**src/rtl/election_pkg.sv**
```systemverilog
// Shared types for the parametric election controller: election phases,
// request mode encodings and the bundle of one-cycle error pulses.
package election_pkg;

    typedef enum logic [1:0] {
        PH_REG   = 2'd0,
        PH_VOTE  = 2'd1,
        PH_TALLY = 2'd2,
        PH_DONE  = 2'd3
    } phase_e;

    localparam logic [1:0] MODE_REGISTER = 2'd0;
    localparam logic [1:0] MODE_VOTE     = 2'd1;

    typedef struct packed {
        logic alreadyRegistered;
        logic notRegistered;
        logic alreadyVoted;
        logic votingHasNotStarted;
        logic registrationHasEnded;
        logic invalidRequest;
    } err_t;

endpackage

```
**src/rtl/parametric_election_ctrl_if.sv**
```systemverilog
// Request/status bundle of the election controller; the master side issues
// register/vote requests, the slave side is the controller itself.
interface parametric_election_ctrl_if
    import election_pkg::*;
#(
    parameter int ID_W     = 6,
    parameter int NUM_CAND = 4,
    parameter int BOX_W    = 2
);
    localparam int CAND_W = $clog2(NUM_CAND);

    logic              in_valid;
    logic [1:0]        mode;
    logic [ID_W-1:0]   userID;
    logic [CAND_W-1:0] candidate;

    logic [BOX_W-1:0]  ballotBoxId;
    phase_e            phase;
    logic [ID_W:0]     numberOfRegisteredVoters;
    logic              AlreadyRegistered;
    logic              NotRegistered;
    logic              AlreadyVoted;
    logic              VotingHasNotStarted;
    logic              RegistrationHasEnded;
    logic              InvalidRequest;
    logic              result_valid;
    logic [CAND_W-1:0] WinnerId;
    logic [ID_W:0]     numberOfVotesWinner;
    logic              tie;

    modport master (
        output in_valid, mode, userID, candidate,
        input  ballotBoxId, phase, numberOfRegisteredVoters,
               AlreadyRegistered, NotRegistered, AlreadyVoted,
               VotingHasNotStarted, RegistrationHasEnded, InvalidRequest,
               result_valid, WinnerId, numberOfVotesWinner, tie
    );

    modport slave (
        input  in_valid, mode, userID, candidate,
        output ballotBoxId, phase, numberOfRegisteredVoters,
               AlreadyRegistered, NotRegistered, AlreadyVoted,
               VotingHasNotStarted, RegistrationHasEnded, InvalidRequest,
               result_valid, WinnerId, numberOfVotesWinner, tie
    );

endinterface

```
**src/rtl/election_tally.sv**
```systemverilog
// Per-candidate vote counters plus a one-candidate-per-cycle max scan.
// While start is high the scan walks indices 0..NUM_CAND-1; done marks the last one.
module election_tally #(
    parameter int ID_W     = 6,
    parameter int NUM_CAND = 4,
    localparam int CAND_W  = $clog2(NUM_CAND)
) (
    input  logic              CLK,
    input  logic              RST,
    input  logic              voteEn,
    input  logic [CAND_W-1:0] voteCand,
    input  logic              start,
    output logic              done,
    output logic [CAND_W-1:0] winner,
    output logic [ID_W:0]     bestVotes,
    output logic              tie
);

    localparam logic [CAND_W-1:0] LAST_IDX = CAND_W'(NUM_CAND - 1);

    logic [ID_W:0]     votes [NUM_CAND];
    logic [CAND_W-1:0] idx;
    logic [ID_W:0]     curVotes;

    always_comb begin
        curVotes = '0;
        for (int i = 0; i < NUM_CAND; i++) begin
            if (idx == CAND_W'(i)) curVotes = votes[i];
        end
    end

    assign done = start && (idx == LAST_IDX);

    // Strict greater-than keeps the lowest index on equal counts.
    always_ff @(posedge CLK) begin
        if (RST) begin
            for (int i = 0; i < NUM_CAND; i++) votes[i] <= '0;
            idx       <= '0;
            winner    <= '0;
            bestVotes <= '0;
            tie       <= 1'b0;
        end else begin
            for (int i = 0; i < NUM_CAND; i++) begin
                if (voteEn && (voteCand == CAND_W'(i))) votes[i] <= votes[i] + 1'b1;
            end
            if (start) begin
                if (idx == '0) begin
                    bestVotes <= curVotes;
                    winner    <= '0;
                    tie       <= 1'b0;
                end else if (curVotes > bestVotes) begin
                    bestVotes <= curVotes;
                    winner    <= idx;
                    tie       <= 1'b0;
                end else if (curVotes == bestVotes) begin
                    tie <= 1'b1;
                end
                if (!done) idx <= idx + 1'b1;
            end
        end
    end

endmodule

```
**src/rtl/parametric_election_ctrl.sv**
```systemverilog
// Timed election controller: registration window, voting window, sequential
// tally, then results held until reset. All outputs come from registers.
module parametric_election_ctrl
    import election_pkg::*;
#(
    parameter int ID_W        = 6,
    parameter int NUM_CAND    = 4,
    parameter int BOX_W       = 2,
    parameter int REG_CYCLES  = 100,
    parameter int VOTE_CYCLES = 100
) (
    input logic CLK,
    input logic RST,
    parametric_election_ctrl_if.slave bus
);

    localparam int CAND_W  = $clog2(NUM_CAND);
    localparam int DEPTH   = 2 ** ID_W;
    localparam int CNT_MAX = REG_CYCLES + VOTE_CYCLES + NUM_CAND;
    localparam int CNT_W   = $clog2(CNT_MAX + 1);

    // cycleCnt holds the number of cycles already completed since reset.
    localparam logic [CNT_W-1:0] REG_LAST  = CNT_W'(REG_CYCLES - 1);
    localparam logic [CNT_W-1:0] VOTE_LAST = CNT_W'(REG_CYCLES + VOTE_CYCLES - 1);
    localparam logic [CNT_W-1:0] CNT_SAT   = CNT_W'(CNT_MAX);

    phase_e            phase, phaseNext;
    logic [CNT_W-1:0]  cycleCnt;
    logic [DEPTH-1:0]  regMap, votedMap;
    logic [ID_W:0]     regCount;
    err_t              errNext, errQ;
    logic              doRegister, doVote;
    logic              candInvalid;
    logic              tallyStart, tallyDone;
    logic              resultValid;
    logic [BOX_W-1:0]  boxQ;
    logic [CAND_W-1:0] winnerId;
    logic [ID_W:0]     winnerVotes;
    logic              tieQ;

    assign candInvalid = {1'b0, bus.candidate} >= (CAND_W + 1)'(NUM_CAND);
    assign tallyStart  = (phase == PH_TALLY);

    always_comb begin
        phaseNext  = phase;
        errNext    = '0;
        doRegister = 1'b0;
        doVote     = 1'b0;
        case (phase)
            PH_REG: begin
                if (cycleCnt == REG_LAST) phaseNext = PH_VOTE;
                if (bus.in_valid) begin
                    if (bus.mode == MODE_REGISTER) begin
                        if (regMap[bus.userID]) errNext.alreadyRegistered = 1'b1;
                        else                    doRegister = 1'b1;
                    end else if (bus.mode == MODE_VOTE) begin
                        errNext.votingHasNotStarted = 1'b1;
                    end else begin
                        errNext.invalidRequest = 1'b1;
                    end
                end
            end
            PH_VOTE: begin
                if (cycleCnt == VOTE_LAST) phaseNext = PH_TALLY;
                if (bus.in_valid) begin
                    if (bus.mode == MODE_REGISTER) begin
                        errNext.registrationHasEnded = 1'b1;
                    end else if (bus.mode == MODE_VOTE) begin
                        if (candInvalid)                  errNext.invalidRequest = 1'b1;
                        else if (!regMap[bus.userID])     errNext.notRegistered  = 1'b1;
                        else if (votedMap[bus.userID])    errNext.alreadyVoted   = 1'b1;
                        else                              doVote = 1'b1;
                    end else begin
                        errNext.invalidRequest = 1'b1;
                    end
                end
            end
            default: begin
                if ((phase == PH_TALLY) && tallyDone) phaseNext = PH_DONE;
                if (bus.in_valid) begin
                    if (bus.mode == MODE_VOTE) errNext.registrationHasEnded = 1'b1;
                    else                       errNext.invalidRequest       = 1'b1;
                end
            end
        endcase
    end

    always_ff @(posedge CLK) begin
        if (RST) begin
            phase       <= PH_REG;
            cycleCnt    <= '0;
            regMap      <= '0;
            votedMap    <= '0;
            regCount    <= '0;
            errQ        <= '0;
            boxQ        <= '0;
            resultValid <= 1'b0;
        end else begin
            phase <= phaseNext;
            errQ  <= errNext;
            if (cycleCnt != CNT_SAT) cycleCnt <= cycleCnt + 1'b1;
            if (bus.in_valid) boxQ <= bus.userID[ID_W-1 -: BOX_W];
            if (doRegister) begin
                regMap[bus.userID] <= 1'b1;
                regCount           <= regCount + 1'b1;
            end
            if (doVote) votedMap[bus.userID] <= 1'b1;
            if (tallyStart && tallyDone) resultValid <= 1'b1;
        end
    end

    election_tally #(
        .ID_W     (ID_W),
        .NUM_CAND (NUM_CAND)
    ) tally (
        .CLK       (CLK),
        .RST       (RST),
        .voteEn    (doVote),
        .voteCand  (bus.candidate),
        .start     (tallyStart),
        .done      (tallyDone),
        .winner    (winnerId),
        .bestVotes (winnerVotes),
        .tie       (tieQ)
    );

    assign bus.phase                    = phase;
    assign bus.ballotBoxId              = boxQ;
    assign bus.numberOfRegisteredVoters = regCount;
    assign bus.AlreadyRegistered        = errQ.alreadyRegistered;
    assign bus.NotRegistered            = errQ.notRegistered;
    assign bus.AlreadyVoted             = errQ.alreadyVoted;
    assign bus.VotingHasNotStarted      = errQ.votingHasNotStarted;
    assign bus.RegistrationHasEnded     = errQ.registrationHasEnded;
    assign bus.InvalidRequest           = errQ.invalidRequest;
    assign bus.result_valid             = resultValid;
    assign bus.WinnerId                 = winnerId;
    assign bus.numberOfVotesWinner      = winnerVotes;
    assign bus.tie                      = tieQ;

endmodule

```
**src/flat_wrapper.sv**
```systemverilog
// flat-port wrapper written by rule: the top's interface ports become plain ports
module parametric_election_ctrl_flat import election_pkg::*;
#(
    parameter int ID_W        = 6,
    parameter int NUM_CAND    = 4,
    parameter int BOX_W       = 2,
    parameter int REG_CYCLES  = 100,
    parameter int VOTE_CYCLES = 100
)
  (CLK, RST, bus_in_valid, bus_mode, bus_userID, bus_candidate, bus_ballotBoxId, bus_phase, bus_numberOfRegisteredVoters, bus_AlreadyRegistered, bus_NotRegistered, bus_AlreadyVoted, bus_VotingHasNotStarted, bus_RegistrationHasEnded, bus_InvalidRequest, bus_result_valid, bus_WinnerId, bus_numberOfVotesWinner, bus_tie);
  parametric_election_ctrl_if #(.ID_W(ID_W), .NUM_CAND(NUM_CAND), .BOX_W(BOX_W)) bus_i ();
  input logic CLK;
  input logic RST;
  input wire logic [$bits(bus_i.in_valid)-1:0] bus_in_valid;
  input wire logic [$bits(bus_i.mode)-1:0] bus_mode;
  input wire logic [$bits(bus_i.userID)-1:0] bus_userID;
  input wire logic [$bits(bus_i.candidate)-1:0] bus_candidate;
  output wire logic [$bits(bus_i.ballotBoxId)-1:0] bus_ballotBoxId;
  output wire logic [$bits(bus_i.phase)-1:0] bus_phase;
  output wire logic [$bits(bus_i.numberOfRegisteredVoters)-1:0] bus_numberOfRegisteredVoters;
  output wire logic [$bits(bus_i.AlreadyRegistered)-1:0] bus_AlreadyRegistered;
  output wire logic [$bits(bus_i.NotRegistered)-1:0] bus_NotRegistered;
  output wire logic [$bits(bus_i.AlreadyVoted)-1:0] bus_AlreadyVoted;
  output wire logic [$bits(bus_i.VotingHasNotStarted)-1:0] bus_VotingHasNotStarted;
  output wire logic [$bits(bus_i.RegistrationHasEnded)-1:0] bus_RegistrationHasEnded;
  output wire logic [$bits(bus_i.InvalidRequest)-1:0] bus_InvalidRequest;
  output wire logic [$bits(bus_i.result_valid)-1:0] bus_result_valid;
  output wire logic [$bits(bus_i.WinnerId)-1:0] bus_WinnerId;
  output wire logic [$bits(bus_i.numberOfVotesWinner)-1:0] bus_numberOfVotesWinner;
  output wire logic [$bits(bus_i.tie)-1:0] bus_tie;
  assign bus_i.in_valid = bus_in_valid;
  assign bus_i.mode = bus_mode;
  assign bus_i.userID = bus_userID;
  assign bus_i.candidate = bus_candidate;
  assign bus_ballotBoxId = bus_i.ballotBoxId;
  assign bus_phase = bus_i.phase;
  assign bus_numberOfRegisteredVoters = bus_i.numberOfRegisteredVoters;
  assign bus_AlreadyRegistered = bus_i.AlreadyRegistered;
  assign bus_NotRegistered = bus_i.NotRegistered;
  assign bus_AlreadyVoted = bus_i.AlreadyVoted;
  assign bus_VotingHasNotStarted = bus_i.VotingHasNotStarted;
  assign bus_RegistrationHasEnded = bus_i.RegistrationHasEnded;
  assign bus_InvalidRequest = bus_i.InvalidRequest;
  assign bus_result_valid = bus_i.result_valid;
  assign bus_WinnerId = bus_i.WinnerId;
  assign bus_numberOfVotesWinner = bus_i.numberOfVotesWinner;
  assign bus_tie = bus_i.tie;
  parametric_election_ctrl #(.ID_W(ID_W), .NUM_CAND(NUM_CAND), .BOX_W(BOX_W), .REG_CYCLES(REG_CYCLES), .VOTE_CYCLES(VOTE_CYCLES)) u_core (.CLK(CLK), .RST(RST), .bus(bus_i));
endmodule
```
**config.mk**
```make
export PLATFORM = sky130hd
export DESIGN_NAME = parametric_election_ctrl_flat
export DESIGN_NICKNAME = d
export VERILOG_FILES = /design/src/rtl/election_pkg.sv /design/src/rtl/parametric_election_ctrl_if.sv /design/src/rtl/election_tally.sv /design/src/rtl/parametric_election_ctrl.sv /design/src/flat_wrapper.sv
export SDC_FILE = /design/constraint.sdc
export NUM_CORES = 1
export LEC_CHECK = 0
export ABC_AREA = 1
export BUFFER_PORTS_ARGS = -buffer_cell sky130_fd_sc_hd__buf_2
export CORE_AREA = 3 3 141 129
export DETAILED_ROUTE_END_ITERATION = 8
export DIE_AREA = 0 0 144 132
export PLACE_DENSITY = 0.77
export SLEW_MARGIN = 5
export SYNTH_ARGS = -nofsm -noshare
export SYNTH_HDL_FRONTEND = slang
export SYNTH_SLANG_ARGS = --single-unit
```
**constraint.sdc**
```tcl
create_clock -name CLK -period 7.75 [get_ports CLK]
set_input_delay 0.3875 -clock CLK [delete_from_list [all_inputs] [get_ports CLK]]
set_output_delay 0.3875 -clock CLK [all_outputs]
set_load 0.005 [all_outputs]
```
==> flow_summary.toml <==
[cts]
clockBufferDepth = 2
cts.reportedPaths.clkPinSlew_ps = 70
cts_setup_buffers = 0
cts_made_buffers = 17
cts_resized = 0
h-tree-depth = 4
cts_sinks = 194
insertion_delay_ps = 450
cts_hold_buffers = 0
cts_tree = "yes"
cts-root-buf = "clkbuf_16"

[timing]
drv_slew = 0
rsz0062_at_grt = "no"
final.min_clock_period_ps = 4393
fmax_mhz = 227.6
setup_viol = 0
hold_viol = 0
min_period_over_period_pct = 56.69
fin_worst_skew_ps = 15.27
worst_slew_pin_slew_ps = 1133
fin_tns_setup_ps = 0
slew_headroom_pct = 24.31

[power_and_ir_drop]
power_switching_mw = 0.5066
pwr-share-seq_pct = 51.3
p_leak_nw = 3.948
power_density_nw_per_um2 = 201.8
p_clk_share_pct = 43.0
ir_drop_mv = 0.1497
power.internal_mw = 1.507
pwr-share-comb_pct = 5.6
swShare_pct = 25.16

[synth]
synth_area_um2 = 9183
synth_top_family_by_area = "simple AND/OR/NAND/NOR gates"
synthMuxAreaShare_pct = 0
ys_ff_latch = 194
syn_inst = 1296
synth-compound-area-share_pct = 13.78
seq_area_frac_synth_pct = 45.35
avgSynthCellArea_um2 = 7.085
syn_nets = 1327
synthSimpleGateAreaFrac_pct = 26.00
synth_cell_types = 33
yosysWarnings = 0
synth-xor-area-share_pct = 2.575
synth_fa_ha_area_share_pct = 2.453

[detailed_routing]
drt_iter0_drc = 1062
wl_per_cell_um = 14.57
ant_nets = 0
first_pass_iters = 7
drc = 0
via_per_inst = 5.409
via_count = 8265
wl_um = 22260

[layout]
n_fill_cell = 1497
final_common_cell = "nand2_1"
final_util_pct = 59.28
layout.nets = 1335
syn2layout_area_growth_pct = 8.680
antenna_cells = 0
seqCellArea_um2 = 4164
final_cell_mix = "nand2_1 (340), a21oi_1 (168), dfxtp_1 (166)"
multiInputGateArea_um2 = 4114
drive_gt1_share_pct = 6.530

[global_routing]
grt_max_degree = 100
antenna_found_initial = 1
track_usage_pct = 23.44
grtUsageMet3_pct = 5.513
grt_pass1_wl_um = 36250
grt-ovfl-total = 0
use_met1_pct = 35.13
use_met2_pct = 34.02
grt_pass1_vias = 7366
grt_most_used_layer = "met1"

[floorplanning]
coreArea_um2 = 16830
dieArea_um2 = 19010
io_pins = 41
die_y_um = 132
start_util_pct = 54.54
die_w_um = 144
num_rows = 45

[setup_path]
crit_path_end_kind = "register"
path_common_cell = "nand2_1"
arrival_ps = 4490
crit_chain = "buf_2 > buf_4 > inv_2 > nand2_1 > o21ai_0 > nor2_1 > nand2_1 > nand2_1 > nand2_1 > nor2_1 > nand2_1 > nor2_4 > buf_4 > nand3_1 > nand2_1"
crit_buf_inv = 4
critPathMaxFanout = 99
path_class = "input port to register"
critPathSlowestCell = "nor2_4"
cpPeakStageDelay_ps = 890
cp_data_required_time_ps = 7850
startpoint_type = "input port"
crit_family = "simple AND/OR/NAND/NOR gates"

[placed_design]
dp_hpwl_um = 14970
place.gp.congestion = 0.9069
io_buffers = 40

[outcome]
run_status = "completed"

[job]
maxCapViolations = 0

[hold_path]
hold_path_class = "input port to register"
-- synthesized netlist by cell type --
master | number | area (um^2)
o31ai_1 | 1 | 7.510
nor2_4 | 1 | 11.26
a2111oi_0 | 1 | 8.760
nor4_1 | 3 | 18.77
buf_4 | 9 | 67.56
o21ai_1 | 9 | 45.04
nand2_2 | 1 | 6.260
buf_6 | 2 | 22.52
nor3_1 | 23 | 115.1
nor2_1 | 157 | 589.3
clkbuf_1 | 23 | 86.33
ha_1 | 18 | 225.2
xnor2_1 | 12 | 105.1
clkinv_1 | 2 | 7.510
a21oi_1 | 168 | 840.8
o211ai_1 | 6 | 45.04
nand4_4 | 2 | 42.54
o21a_1 | 2 | 15.01
nand2_1 | 340 | 1276
dfxtp_1 | 166 | 3323
nand3_1 | 55 | 275.3
inv_2 | 5 | 18.77
nor2_2 | 1 | 6.260
clkinv_2 | 1 | 5.000
buf_2 | 20 | 100.1
nand4_1 | 5 | 31.28
edfxtp_1 | 28 | 840.8
inv_1 | 159 | 596.8
nand3b_1 | 2 | 15.01
o22ai_1 | 2 | 12.51
o21ai_0 | 56 | 280.3
xor2_1 | 15 | 131.4
o211a_1 | 1 | 10.01
-- path summary, 6_finish.rpt --
kind | start | endpoint | slack (ps) | depth (start not counted)
setup / recovery | bus_userID[0] | u_core.tally.votes[1][3]$_SDFFCE_PN0P_ | 3360 | 15
hold / removal | bus_mode[1] | u_core.bus.InvalidRequest$_SDFF_PP0_ | 190 | 3
setup reg to reg | u_core.tally.idx[1]$_SDFFE_PP0P_ | u_core.tally.winner[0]$_SDFFE_PP0P_ | 4500 | 18
hold reg to reg | u_core.votedMap[40]$_SDFFE_PP0P_ | u_core.votedMap[40]$_SDFFE_PP0P_ | 450 | 2
-- final cells by class --
type | instances | area share, %
clock buffer | 20 | 4.727
clock inverter | 12 | 1.128
sequential | 194 | 41.73
inverter | 167 | 6.294
tap | 211 | 2.645
multi-input combinational | 881 | 41.22
timing repair buffer | 43 | 2.257
-- power groups by stage --
| stage | Sequential [mW] | Combinational [mW] | Clock, mW |
|---|---|---|---|
| CTS | 1.03 | 0.112 | 0.875 |
| global placement | 1.06 | 0.109 | 0 |
| global route | 1.03 | 0.125 | 0.913 |
| finish | 1.03 | 0.114 | 0.866 |
| floorplan | 1.06 | 0.0818 | 0 |
| detailed placement | 1.06 | 0.110 | 0 |
-- cell families after synthesis --
family          Yosys count
simple gates            590
compound gates          246
buf+inv                 221
flops                   194
xor+xnor                 27
fa+ha+maj                18
-- per-stage QoR --
| stage | cell area (um^2) | power [mW] | hold slack, ps | cells | worst slack (ps) |
|---|---|---|---|---|---|
| 2_1_floorplan | 9183 | 1.137 | 430.7 | 1296 | 5158 |
| 3_3_place_gp | 9395 | 1.166 | 438.1 | 1496 | 3104 |
| 3_5_place_dp | 9395 | 1.168 | 441.8 | 1496 | 2989 |
| 4_1_cts | 9980 | 2.021 | 185.7 | 1528 | 3450 |
| 5_1_grt | 9980 | 2.072 | 212.8 | 1528 | 2854 |
| 6_report | 9980 | 2.014 | 192.6 | 1528 | 3357 |
-- worst register-to-register path, stage by stage, from the launching register on --
cell	delay [ps]
dfxtp_1	340
inv_1	110
ha_1	210
clkinv_1	230
nand2_1	180
o22ai_1	100
o21ai_0	270
o21ai_0	190
ha_1	330
nand2_1	60
nor2_1	120
nand2_1	70
o211ai_1	90
nand2_1	70
nand2_1	80
nand2_1	300
nor3_1	260
a21oi_1	60
nor2_1	110
-- sequential cells by signal, indices dropped and copies added (netlist names) --
register,count
u_core.regMap,64
u_core.votedMap,64
u_core.tally.votes,28
u_core.cycleCnt,8
u_core.bus.numberOfRegisteredVoters,7
u_core.tally.bestVotes,7
u_core.bus.ballotBoxId,2
u_core.bus.phase,2
u_core.tally.idx,2
u_core.tally.winner,2
u_core.bus.AlreadyRegistered,1
u_core.bus.AlreadyVoted,1
u_core.bus.InvalidRequest,1
u_core.bus.NotRegistered,1
u_core.bus.RegistrationHasEnded,1
u_core.bus.VotingHasNotStarted,1
u_core.bus.result_valid,1
u_core.tally.tie,1
-- layer usage --
| layer | vias to the layer above | share of wire [%] | routed length (um) |
|---|---|---|---|
| li1 | 4137 | - | - |
| met5 | - | 0.054 | 12 |
| met2 | 297 | 44 | 9790 |
| met1 | 3797 | 47 | 10380 |
| met3 | 32 | 7.6 | 1683 |
| met4 | 2 | 1.7 | 389 |
No activity file was read; power rests on OpenSTA's default activity.
